### src/rtl/sdf_pkg.sv
// ---------------------------------------------------------------------------
// sdf_pkg -- shared types and helpers for the radix-2 DIF SDF FFT pipeline
// stage controllers.
//
// Contents:
//   sdf_state_e          controller state (IDLE, FILL, RUN, DRAIN)
//   SEL_PHASE_A/B        butterfly / delay-line mux select encodings
//   clog2()              ceiling log2 for elaboration-time sizing
//   sdf_delay()          delay-line depth D = 2^(LOG2N-STAGE-1)
//   sdf_cnt_w()          per-block sample counter width (counts 0..2D-1)
// ---------------------------------------------------------------------------
package sdf_pkg;

    typedef enum logic [1:0] {
        IDLE  = 2'd0,
        FILL  = 2'd1,
        RUN   = 2'd2,
        DRAIN = 2'd3
    } sdf_state_e;

    // Phase A: fill the delay line / emit the delayed difference.
    // Phase B: butterfly between the delayed sample and the incoming one.
    localparam logic SEL_PHASE_A = 1'b0;
    localparam logic SEL_PHASE_B = 1'b1;

    localparam int LOG2N_MIN = 2;
    localparam int LOG2N_MAX = 10;

    function automatic int clog2(input int value);
        int r;
        r = 0;
        for (int v = value - 1; v > 0; v = v >> 1) begin
            r++;
        end
        return r;
    endfunction

    function automatic int sdf_delay(input int log2n, input int stage);
        return 1 << (log2n - stage - 1);
    endfunction

    function automatic int sdf_cnt_w(input int log2n, input int stage);
        return log2n - stage;
    endfunction

endpackage

### src/rtl/sdf_twiddle_addr.sv
// ---------------------------------------------------------------------------
// sdf_twiddle_addr -- maps the in-block position of a sample to the twiddle
// exponent k of W_N^k for one SDF stage. Purely combinational so that the
// same mapping can drive both the controller output and a ROM address.
//
// Ports:
//   j       in   J_W        sample index within the half block (0..D-1)
//   phase   in   1          SEL_PHASE_A / SEL_PHASE_B
//   tw_idx  out  LOG2N-1    k = j << STAGE in phase A, 0 in phase B
// ---------------------------------------------------------------------------
module sdf_twiddle_addr
    import sdf_pkg::*;
#(
    parameter int LOG2N = 5,
    parameter int STAGE = 3,
    parameter int J_W   = 1
) (
    input  logic [J_W-1:0]   j,
    input  logic             phase,
    output logic [LOG2N-2:0] tw_idx
);

    localparam int TW_W = LOG2N - 1;

    // j < 2^(LOG2N-STAGE-1), so j << STAGE always fits in TW_W bits.
    logic [TW_W-1:0] j_ext;
    assign j_ext  = TW_W'(j);
    assign tw_idx = (phase == SEL_PHASE_B) ? '0 : (j_ext << STAGE);

endmodule

### src/rtl/sdf_stage_ctrl.sv
// ---------------------------------------------------------------------------
// sdf_stage_ctrl -- generic per-stage controller for a radix-2 DIF
// single-path delay-feedback FFT. Works for any stage of a 2^LOG2N FFT,
// tolerates input stalls, ends a burst on last_i with a self-timed drain of
// the delay line, and exposes a ready handshake.
//
// Ports:
//   clk, rst_n             clock, asynchronous active-low reset
//   valid_i, last_i        input sample valid / final sample of the burst
//   data_in_r, data_in_i   signed input sample (IN_W bits)
//   ready_o                sample accepted this cycle when valid_i is high
//   valid_o                butterfly output valid
//   sel_o                  0 = phase A (fill/emit diff), 1 = phase B
//   shift_en_o             delay-line advance enable
//   tw_idx_o               twiddle exponent k of W_N^k
//   data_out_r, data_out_i registered, sign-extended input (IN_W+1 bits)
//   err_o                  sticky protocol error (misplaced last_i)
// All outputs are registered; they reflect an accepted sample one cycle later.
// ---------------------------------------------------------------------------
module sdf_stage_ctrl
    import sdf_pkg::*;
#(
    parameter int LOG2N = 5,
    parameter int STAGE = 3,
    parameter int IN_W  = 16
) (
    input  logic              clk,
    input  logic              rst_n,
    input  logic              valid_i,
    input  logic              last_i,
    input  logic [IN_W-1:0]   data_in_r,
    input  logic [IN_W-1:0]   data_in_i,
    output logic              ready_o,
    output logic              valid_o,
    output logic              sel_o,
    output logic              shift_en_o,
    output logic [LOG2N-2:0]  tw_idx_o,
    output logic [IN_W:0]     data_out_r,
    output logic [IN_W:0]     data_out_i,
    output logic              err_o
);

    localparam int D     = sdf_delay(LOG2N, STAGE);
    localparam int CNT_W = sdf_cnt_w(LOG2N, STAGE);
    localparam int J_W   = (clog2(D) > 0) ? clog2(D) : 1;

    // Last sample of the fill half (cnt == D-1) and of the block (2D-1).
    localparam logic [CNT_W-1:0] CNT_HALF_END  = CNT_W'(D - 1);
    localparam logic [CNT_W-1:0] CNT_BLOCK_END = {CNT_W{1'b1}};

    sdf_state_e       state, state_n;
    logic [CNT_W-1:0] cnt, cnt_n;
    logic             accept;
    logic             phase;
    logic [J_W-1:0]   j;
    logic [LOG2N-2:0] tw_calc;

    logic             ready_n, valid_n, sel_n, shift_n, err_n;
    logic [LOG2N-2:0] tw_n;
    logic [IN_W:0]    dout_r_n, dout_i_n;

    // ready_o is low only while draining, so no sample is taken in DRAIN.
    assign accept = valid_i & ready_o;
    assign phase  = cnt[CNT_W-1];

    generate
        if (CNT_W > 1) begin : g_j
            assign j = cnt[J_W-1:0];
        end else begin : g_j_single
            // D = 1: the half block has a single slot.
            assign j = '0;
        end
    endgenerate

    sdf_twiddle_addr #(
        .LOG2N (LOG2N),
        .STAGE (STAGE),
        .J_W   (J_W)
    ) u_twiddle_addr (
        .j      (j),
        .phase  (phase),
        .tw_idx (tw_calc)
    );

    // -----------------------------------------------------------------------
    // Next-state and next-output logic
    // -----------------------------------------------------------------------
    always_comb begin
        // NOTE: every signal gets a default first so no path leaves it
        // unassigned; an incomplete assignment here would infer a latch.
        state_n  = state;
        cnt_n    = cnt;
        valid_n  = 1'b0;
        shift_n  = 1'b0;
        sel_n    = sel_o;
        tw_n     = tw_idx_o;
        dout_r_n = data_out_r;
        dout_i_n = data_out_i;
        err_n    = err_o;

        if (accept) begin
            cnt_n    = cnt + CNT_W'(1);
            shift_n  = 1'b1;
            sel_n    = phase;
            tw_n     = tw_calc;
            dout_r_n = {data_in_r[IN_W-1], data_in_r};
            dout_i_n = {data_in_i[IN_W-1], data_in_i};
        end

        unique case (state)
            IDLE, FILL: begin
                if (accept) begin
                    // The first D samples only fill the delay line. With
                    // D = 1 the very first sample completes the fill.
                    state_n = (cnt == CNT_HALF_END) ? RUN : FILL;
                    if (last_i) begin
                        err_n = 1'b1;
                    end
                end
            end

            RUN: begin
                if (accept) begin
                    valid_n = 1'b1;
                    if (last_i) begin
                        // Only a block-aligned last_i ends the burst; cnt
                        // wraps to 0 naturally and is reused as drain j.
                        if (cnt == CNT_BLOCK_END) begin
                            state_n = DRAIN;
                        end else begin
                            err_n = 1'b1;
                        end
                    end
                end
            end

            DRAIN: begin
                // Flush the delay line: D phase-A outputs with zero input.
                valid_n  = 1'b1;
                shift_n  = 1'b1;
                sel_n    = SEL_PHASE_A;
                tw_n     = tw_calc;
                dout_r_n = '0;
                dout_i_n = '0;
                cnt_n    = cnt + CNT_W'(1);
                if (cnt == CNT_HALF_END) begin
                    state_n = IDLE;
                    cnt_n   = '0;
                end
            end

            default: begin
                state_n = IDLE;
                cnt_n   = '0;
            end
        endcase

        ready_n = (state_n != DRAIN);
    end

    // -----------------------------------------------------------------------
    // State and output registers
    // -----------------------------------------------------------------------
    // NOTE: sequential state uses non-blocking assignments so every register
    // samples the pre-edge values regardless of statement order.
    always_ff @(posedge clk or negedge rst_n) begin
        if (!rst_n) begin
            state      <= IDLE;
            cnt        <= '0;
            ready_o    <= 1'b1;
            valid_o    <= 1'b0;
            sel_o      <= 1'b0;
            shift_en_o <= 1'b0;
            tw_idx_o   <= '0;
            data_out_r <= '0;
            data_out_i <= '0;
            err_o      <= 1'b0;
        end else begin
            state      <= state_n;
            cnt        <= cnt_n;
            ready_o    <= ready_n;
            valid_o    <= valid_n;
            sel_o      <= sel_n;
            shift_en_o <= shift_n;
            tw_idx_o   <= tw_n;
            data_out_r <= dout_r_n;
            data_out_i <= dout_i_n;
            err_o      <= err_n;
        end
    end

endmodule

### config.mk
export PLATFORM = sky130hd
export DESIGN_NAME = sdf_stage_ctrl
export DESIGN_NICKNAME = d
export VERILOG_FILES = /design/src/rtl/sdf_pkg.sv /design/src/rtl/sdf_twiddle_addr.sv /design/src/rtl/sdf_stage_ctrl.sv
export SDC_FILE = /design/constraint.sdc
export NUM_CORES = 1
export LEC_CHECK = 0
export ABC_AREA = 1
export CAP_MARGIN = 20
export CORE_MARGIN = 3
export CORE_UTILIZATION = 41
export DETAILED_ROUTE_END_ITERATION = 12
export GPL_ROUTABILITY_DRIVEN = 0
export HOLD_SLACK_MARGIN = 0.03
export PLACE_DENSITY = 0.82
export SYNTH_ARGS = -nofsm -noshare
export SYNTH_HDL_FRONTEND = slang
export SYNTH_SLANG_ARGS = --single-unit
### constraint.sdc
create_clock -name clk -period 1.55 [get_ports clk]
set_input_delay 0.3875 -clock clk [delete_from_list [all_inputs] [get_ports clk]]
set_output_delay 0.3875 -clock clk [all_outputs]
set_load 0.005 [all_outputs]
==> impl_metrics.csv, run 1 <==
group,metric,value,unit
floorplanning,design.die.area,5040,sq um
routing,avgViaCountPerCell,4.48,
global_route,track_usage,0.162,
worst_setup_path,crit_family,"buffers and inverters",
finish,finalNonFillerCells,324,
clocking,cts_buffers,5,
clocking,htree_levels,2,
clocking,cts.clk_slew.worst_paths,70,ps
worst_setup_path,rr_worst_depth,5,
synth,synth.distinct_cells,18,
clocking,ctsRootBufferMaster,"clkbuf_8",
synth,syn_area,1730,sq um
placement,dp_cells,311,
worst_setup_path,arrival,1130,ps
placement,dp_hpwl,2820,microns
worst_setup_path,critPathKind,"reg2out",
synth,synth.avg_cell_area,9.01,sq um
synth,synth_top_cell_by_area,"dfrtp_1",
power_and_ir_drop,peakVddDrop,1.03,mV
global_route,grt_pass1_vias,1431,
finish,antenna_cells,0,
global_route,grt_pass1_wl,6530,microns
synth,ys.flop_type,"dfrtp_1",
worst_setup_path,max_stage_delay,500,ps
worst_setup_path,start_kind,"register",
worst_setup_path,worst_path_max_delay_cell,"clkdlybuf4s50_1",
synth,synth.area.top_cells,"dfrtp_1, nand2_1, buf_6, buf_4, dfstp_2",
floorplanning,rows,22,
placement,pre_cts_ws,-28.6,ps
finish,nets,312,
sta,fin_crit_sh,0.981,
clocking,worstSkewPairLatency,290,ps
synth,synth-seq-cells,42,
global_route,grt_max_degree,37,
sta,finalClockSkew,3.02,ps
placement,post_dp_cell_area,2510,sq um
synth,synthCells,192,
clocking,cts_buffer_depth,2,
routing,first_pass_iters,4,
worst_setup_path,worstPathMaxFanout,2,
sta,timing.final.hold_violations,0,
synth,yosys-top-cells-count,"nand2_1, dfrtp_1, inv_1",
synth,async_flop_share,1.00,
synth,ys_seq_area_frac,0.608,
power_and_ir_drop,cellPowerDensity,1750,nW/um^2
sta,post-route-min-period,1520,ps
routing,vias,1453,
worst_setup_path,required,1160,ps
power_and_ir_drop,power,4.73,mW
worst_hold_path,hold_class,"in2async",
placement,portBuffers,75,
sta,rsz0062_at_grt,"false",
sta,slew_viol_final,0,
sta,layout_setup_ws,30.1,ps
routing,antenna_left,0,
clocking,clock-sinks,42,
routing,drt_iter0_drc,65,
synth,synth_top_area_frac,0.593,
floorplanning,initial_core_util,0.449,
clocking,tritoncts,"built",
finish,design_area,2710,sq um
global_route,grt_overflow,0,
power_and_ir_drop,leakage,1.67,nW
floorplanning,pin_count,79,
floorplanning,fp.dieH,71.0,microns
routing,wire_per_inst,11.9,microns
synth,yosysMostFrequentCell,"nand2_1",
finish,post-route-util,0.704,
finish,drive_gt1_frac,0.0906,
sta,fmax,658,MHz
routing,drt-total-wl,3850,microns
routing,drcViolationCount,0,
finish,area_growth,56.7,%
synth,synth_edf_count,0,
worst_setup_path,path_cells,"clkdlybuf4s50_1",
global_route,antenna_found_initial,0,
floorplanning,fp.dieW,71.0,microns
worst_setup_path,cp.depth,1,
synth,ys_warn_count,0,
worst_setup_path,cp.buffers_inverters,1,
outcome,status,"finished, final reports clean",
sta,setup_viol,0,
flow_run,cap_viol_max_count,0,
floorplanning,fp.coreArea,3850,sq um
worst_setup_path,end_kind,"primary output",
==> placed cells by master (no fill, tap or decap) <==
cell,instances
nand2_1,115
dfrtp_1,41
clkdlybuf4s50_1,38
dlymetal6s2s_1,22
dlygate4sd2_1,14
inv_1,7
buf_4,7
clkbuf_8,6
nor2_1,3
o21ai_0,3
conb_1,3
buf_12,3
nand2_4,2
nand2_2,1
inv_2,1
a22oi_1,1
a21oi_1,1
nor2_8,1
inv_4,1
xor2_1,1
nand3_1,1
bufinv_16,1
dlygate4sd3_1,1
buf_2,1
dfstp_2,1
==> report_power, final <==
group	total [mW]	internal (mW)	switching, mW
clock	0.862	0.515	0.347
sequential	1.87	1.59	0.279
combinational	2.00	1.09	0.913
total	4.73	3.19	1.54
==> logic make-up (layout without fill, tap and decap cells) <==
logic type | count (synthesis) | in the layout | share of synthesized area
AND/OR/NAND/NOR | 123 | 123 | 0.287
AO/OA/AOI/OAI | 5 | 5 | 0.0159
buffers and inverters | 20 | 102 | 0.0817
other | 1 | 3 | 0.00217
flip-flops | 42 | 42 | 0.608
XOR/XNOR | 1 | 1 | 0.00506
==> metrics by stage <==
step                TNS (ps)  hold slack [ps]
floorplan                  0             91.9
global placement       -16.4              255
detailed placement     -58.0              255
CTS                        0              485
global route               0              493
finish                     0              477
==> layer usage <==
metal  up-vias  routed length, microns  global-route usage
li1        730                       -                   -
met1       666                    1730               0.208
met2        55                    1820               0.267
met3         2                     288              0.0412
met4         0                      10              0.0585
met5         -                       0                   0
==> sequential cells by signal, summed over array words and instances, names as in the netlist <==
signal      count
state           2
shift_en_o      1
tw_idx_o        1
err_o           1
ready_o         1
cnt             2
valid_o         1
sel_o           1
data_out_r     16
data_out_i     16
==> cell type report <==
type	count	area, sq um
tap	48	60.1
sequential	42	1050
fill	299	1140
inverter	9	36.3
clock buffer	6	82.6
multi-input combinational	132	544
timing repair buffer	86	906
clock inverter	1	30.0
==> final timing paths <==
| check | from | endpoint | slack (ps) |
|---|---|---|---|
| min in group clk | data_out_r[7] | data_out_r[7] | 480 |
| worst min-delay path | rst_n | data_out_i[15] | 480 |
| worst max register to register | ready_o | cnt[1] | 350 |
| max in group asynchronous | rst_n | ready_o | 580 |
| worst max-delay path | data_out_r[6] | data_out_r[6] | 30 |
| worst min register to register | data_out_r[7] | data_out_r[7] | 480 |
==> timing repair <==
action | 4_1_cts | 5_1_grt
resized for setup | 14 | 22
pin swaps | 0 | 0
endpoints found under the setup margin | 16 | 22
hold endpoints to repair | 7 | 0
buffers inserted | 3 | 2
hold buffers | 1 | 0
Power figures use the tool's default switching activity.
==> run 2: changes to the inputs <==
- SETUP_SLACK_MARGIN: default -> 0.15
==> impl_metrics.csv, run 2 (same netlist as run 1, synthesis figures left out) <==
group,metric,value,unit
sta,setup_viol,0,
routing,drcViolationCount,0,
floorplanning,fp.dieH,71.0,microns
worst_setup_path,worst_path_max_delay_cell,"dfrtp_1",
worst_setup_path,r2r_end,"cnt[1]",
clocking,cts.clk_slew.worst_paths,70,ps
floorplanning,pin_count,79,
floorplanning,rows,22,
sta,layout_setup_ws,159,ps
sta,timing.final.hold_violations,0,
sta,post-route-min-period,1390,ps
worst_hold_path,hold_class,"in2async",
global_route,grt_pass1_wl,6540,microns
finish,final_cell_mix,"nand2_1, dfrtp_1, dlygate4sd2_1",
worst_setup_path,start_kind,"register",
power_and_ir_drop,power,4.60,mW
sta,tns,0,ps
clocking,clock-sinks,42,
power_and_ir_drop,cellPowerDensity,1760,nW/um^2
routing,drt_iter0_drc,73,
clocking,worstSkewPairLatency,290,ps
worst_setup_path,arrival,1000,ps
worst_setup_path,ff2ff_setup_slack,340,ps
global_route,track_usage,0.163,
sta,slew_viol_final,0,
global_route,grt_max_degree,37,
clocking,tritoncts,"built",
power_and_ir_drop,peakVddDrop,1.02,mV
worst_setup_path,cp-startpoint,"data_out_r[15]",
global_route,antenna_found_initial,0,
clocking,cts_buffers,5,
floorplanning,design.die.area,5040,sq um
worst_setup_path,worstPathMaxFanout,2,
floorplanning,fp.dieW,71.0,microns
finish,post-route-util,0.680,
worst_setup_path,r2r-start,"ready_o",
routing,drt-total-wl,3840,microns
worst_setup_path,crit_family,"flip-flops",
worst_setup_path,end_kind,"primary output",
placement,pre_cts_ws,-28.6,ps
worst_setup_path,max_stage_delay,380,ps
finish,layout_commonest_cell,"nand2_1",
floorplanning,initial_core_util,0.449,
routing,avgViaCountPerCell,4.48,
routing,wire_per_inst,11.9,microns
routing,vias,1450,
worst_setup_path,rr_worst_depth,5,
finish,area_growth,51.5,%
routing,first_pass_iters,4,
worst_setup_path,path_cells,"buf_4 -> clkdlybuf4s15_1",
global_route,grt_pass1_vias,1427,
placement,portBuffers,75,
finish,nFillCells,324,
finish,antenna_cells,0,
sta,fmax,719,MHz
placement,dp_hpwl,2820,microns
flow_run,cap_viol_max_count,0,
worst_setup_path,required,1160,ps
clocking,htree_levels,2,
sta,finalClockSkew,2.64,ps
outcome,status,"finished, final reports clean",
floorplanning,fp.coreArea,3850,sq um
clocking,ctsRootBufferMaster,"clkbuf_8",
finish,design_area,2620,sq um
routing,antenna_left,0,
finish,top_regs,"data_out_i: 16 flops, data_out_r: 16 flops",
finish,drive_gt1_frac,0.0978,
worst_setup_path,cp.buffers_inverters,2,
clocking,cts_buffer_depth,2,
finish,nets,312,
global_route,grt_overflow,0,
worst_setup_path,critPathKind,"reg2out",
power_and_ir_drop,leakage,1.45,nW
sta,rsz0062_at_grt,"true",
placement,post_dp_cell_area,2510,sq um
sta,fin_crit_sh,0.898,
run 2: worst register-to-register path, stage by stage (launching register included):
cell and delay, ps:
dfstp_2 560, nand2_4 80, nand2_4 90, inv_4 130, o21ai_0 180, nand2_1 60
run 2: per-layer routing:
layer,wire length [microns],up-vias,track usage
li1,-,729,-
met4,31,0,0.0585
met1,1680,657,0.208
met5,0,-,0
met3,309,4,0.0398
met2,1820,60,0.269
run 2: layout make-up:
cell class / instances / area (sq um) / area share
flip-flops and latches: 42 / 1050 / 0.401
well taps: 48 / 60.1 / 0.0229
multi-input cells: 132 / 544 / 0.208
clock inverters: 1 / 30.0 / 0.0115
inverters: 9 / 36.3 / 0.0138
repair buffers: 86 / 816 / 0.311
clock buffers: 6 / 82.6 / 0.0315
run 2: stage by stage:
stage | hold slack, ps | cells
after floorplan | 91.9 | 194
after global placement | 255 | 311
after detailed placement | 255 | 311
after CTS | 480 | 323
after global routing | 493 | 324
final | 477 | 324
run 2: worst max-delay path by stage:
stage                          end  slack (ps)  cells after the start
finish              data_out_r[15]         160                      2
global route        data_out_r[15]         110                      2
CTS                        ready_o          80                      1
detailed placement          cnt[1]         -30                      6
global placement            cnt[1]         -20                      6
floorplan           data_out_r[15]         460                      6
run 2: what timing repair did:
item	CTS	global route
pin swaps	0	0
endpoints found under the hold margin	7	0
setup buffers	4	1
endpoints found under the setup margin	40	3
gates cloned	0	0
gates resized for setup	40	6
hold buffers	1	0
run 2: power by group:
| part | total [mW] | leakage [nW] | switching (mW) | internal (mW) |
|---|---|---|---|---|
| Clock | 0.862 | 0.0573 | 0.347 | 0.515 |
| Sequential | 1.87 | 0.523 | 0.279 | 1.59 |
| Combinational | 1.87 | 0.871 | 0.913 | 0.958 |
==> run 3: changes to the inputs <==
- CELL_PAD_IN_SITES_DETAIL_PLACEMENT: default -> 0
- CELL_PAD_IN_SITES_GLOBAL_PLACEMENT: default -> 2
- CORE_UTILIZATION: 41 -> 23
==> impl_metrics.csv, run 3 (same netlist as run 1, synthesis figures left out) <==
group,metric,value,unit
floorplanning,initial_core_util,0.245,
global_route,use_met3,0.0431,
clocking,cts_buffers,5,
clocking,cts_buffer_depth,2,
power_and_ir_drop,cellPowerDensity,1720,nW/um^2
placement,dp_hpwl,2840,microns
worst_setup_path,worstPathMaxFanout,2,
power_and_ir_drop,peakVddDrop,0.811,mV
sta,setup_viol,0,
routing,wire_per_inst,11.1,microns
finish,design_area,2690,sq um
worst_setup_path,cp-startpoint,"sel_o",
worst_setup_path,max_stage_delay,390,ps
sta,hold_slack,47.3,ps
sta,finalClockSkew,4.56,ps
sta,fmax,746,MHz
global_route,grt.busiest_layer,"met2",
global_route,grt_overflow,0,
finish,top_regs,"data_out_i: 16 flops, data_out_r: 16 flops",
floorplanning,fp.dieH,92.7,microns
finish,drive_gt1_frac,0.111,
sta,post-route-min-period,1340,ps
floorplanning,fp.coreArea,7060,sq um
clocking,htree_levels,2,
worst_setup_path,r2r-start,"ready_o",
placement,pre_cts_ws,-55.6,ps
clocking,tritoncts,"built",
finish,nets,314,
routing,antenna_left,0,
worst_setup_path,crit_family,"flip-flops",
clocking,cts.clk_slew.worst_paths,80,ps
clocking,ctsRootBufferMaster,"clkbuf_8",
worst_setup_path,cp.buffers_inverters,1,
worst_setup_path,path_cells,"dlygate4sd2_1",
worst_setup_path,end_kind,"primary output",
finish,area_growth,55.5,%
finish,antenna_cells,0,
power_and_ir_drop,leakage,1.46,nW
floorplanning,rows,30,
finish,layout_commonest_cell,"nand2_1",
floorplanning,pin_count,79,
sta,slew_viol_final,0,
worst_setup_path,arrival,950,ps
worst_hold_path,hold_class,"in2async",
sta,rsz0062_at_grt,"false",
finish,nFillCells,795,
outcome,status,"finished, final reports clean",
routing,drcViolationCount,0,
sta,layout_setup_ws,210,ps
global_route,track_usage,0.107,
global_route,grtUsageMet1,0.138,
placement,portBuffers,75,
worst_setup_path,start_kind,"register",
clocking,postCtsHoldBufs,0,
worst_setup_path,required,1160,ps
placement,post_dp_cell_area,2570,sq um
sta,fin_crit_sh,0.864,
flow_run,cap_viol_max_count,0,
clocking,worstSkewPairLatency,290,ps
routing,avgViaCountPerCell,3.85,
worst_setup_path,worst_path_max_delay_cell,"dfrtp_1",
worst_setup_path,critPathKind,"reg2out",
global_route,grt_pass1_vias,1507,
floorplanning,fp.dieW,92.7,microns
global_route,grt_pass1_wl,7230,microns
global_route,gr-usage-met2,0.162,
clocking,clock-sinks,42,
global_route,grt_max_degree,43,
sta,timing.final.hold_violations,0,
global_route,antenna_found_initial,0,
floorplanning,design.die.area,8600,sq um
routing,vias,1442,
routing,drt-total-wl,4180,microns
finish,final_cell_mix,"nand2_1, dfrtp_1, clkdlybuf4s50_1, dlygate4sd2_1, buf_4",
routing,first_pass_iters,4,
routing,drt_iter0_drc,41,
==> run 3: changes by cell type in the layout (fill, tap and decap cells not counted), sizes merged <==
cell	delta
clkdlybuf4s15	+3
dlygate4sd2	-3
dlygate4sd3	-1
bufinv	-1
clkbuf	+2
buf	+3
==> run 3: metal layers <==
metal | part of all wire | up-vias
li1 | - | 744
met2 | 0.44 | 54
met4 | 0.0045 | 0
met1 | 0.48 | 642
met3 | 0.084 | 2
met5 | 0 | -
==> run 3: path summary, 6_finish.rpt <==
path | slack [ps] | cells after the start | endpoint
max reg2reg | 290 | 6 | cnt[1]
min | 50 | 2 | data_out_r[13]
max | 210 | 1 | sel_o
min in group clk | 480 | 2 | data_out_r[8]
max in group asynchronous | 1210 | 2 | ready_o
min reg2reg | 480 | 2 | data_out_r[8]
==> run 3: stage by stage <==
| step | setup TNS, ps | instances | power [mW] | utilization |
|---|---|---|---|---|
| finish | 0 | 375 | 4.62 | 0.381 |
| detailed placement | -905 | 358 | 4.05 | 0.364 |
| global placement | -75.8 | 358 | 4.04 | 0.364 |
| CTS | 0 | 374 | 4.70 | 0.381 |
| global route | 0 | 375 | 5.06 | 0.381 |
| floorplan | 0 | 194 | 2.84 | - |
==> run 3: power breakdown <==
part	switching, mW	internal [mW]
registers	0.269	1.59
clock network	0.369	0.450
logic	0.936	1.01
==> run 3: area by class of cell <==
| class | instances | area (sq um) | share of cell area |
|---|---|---|---|
| Tap cell | 96 | 120 | 0.0446 |
| Multi-Input combinational cell | 132 | 544 | 0.202 |
| Inverter | 9 | 36.3 | 0.0135 |
| Sequential cell | 42 | 1050 | 0.391 |
| Clock buffer | 8 | 110 | 0.0409 |
| Timing Repair Buffer | 88 | 828 | 0.308 |
==> run 3: worst register-to-register path: cells and delay by family, from the launching register on <==
| family | cells | cell delay [ps] |
|---|---|---|
| AOI/OAI and AO/OA | 1 | 160 |
| DFF | 1 | 530 |
| and+or+nand+nor | 3 | 210 |
| buffers and inverters | 2 | 250 |
==> run 3: what timing repair did <==
action                                  in CTS  in global routing
endpoints found under the setup margin      40                  8
resized for setup                           40                  9
buffers inserted                             8                  1
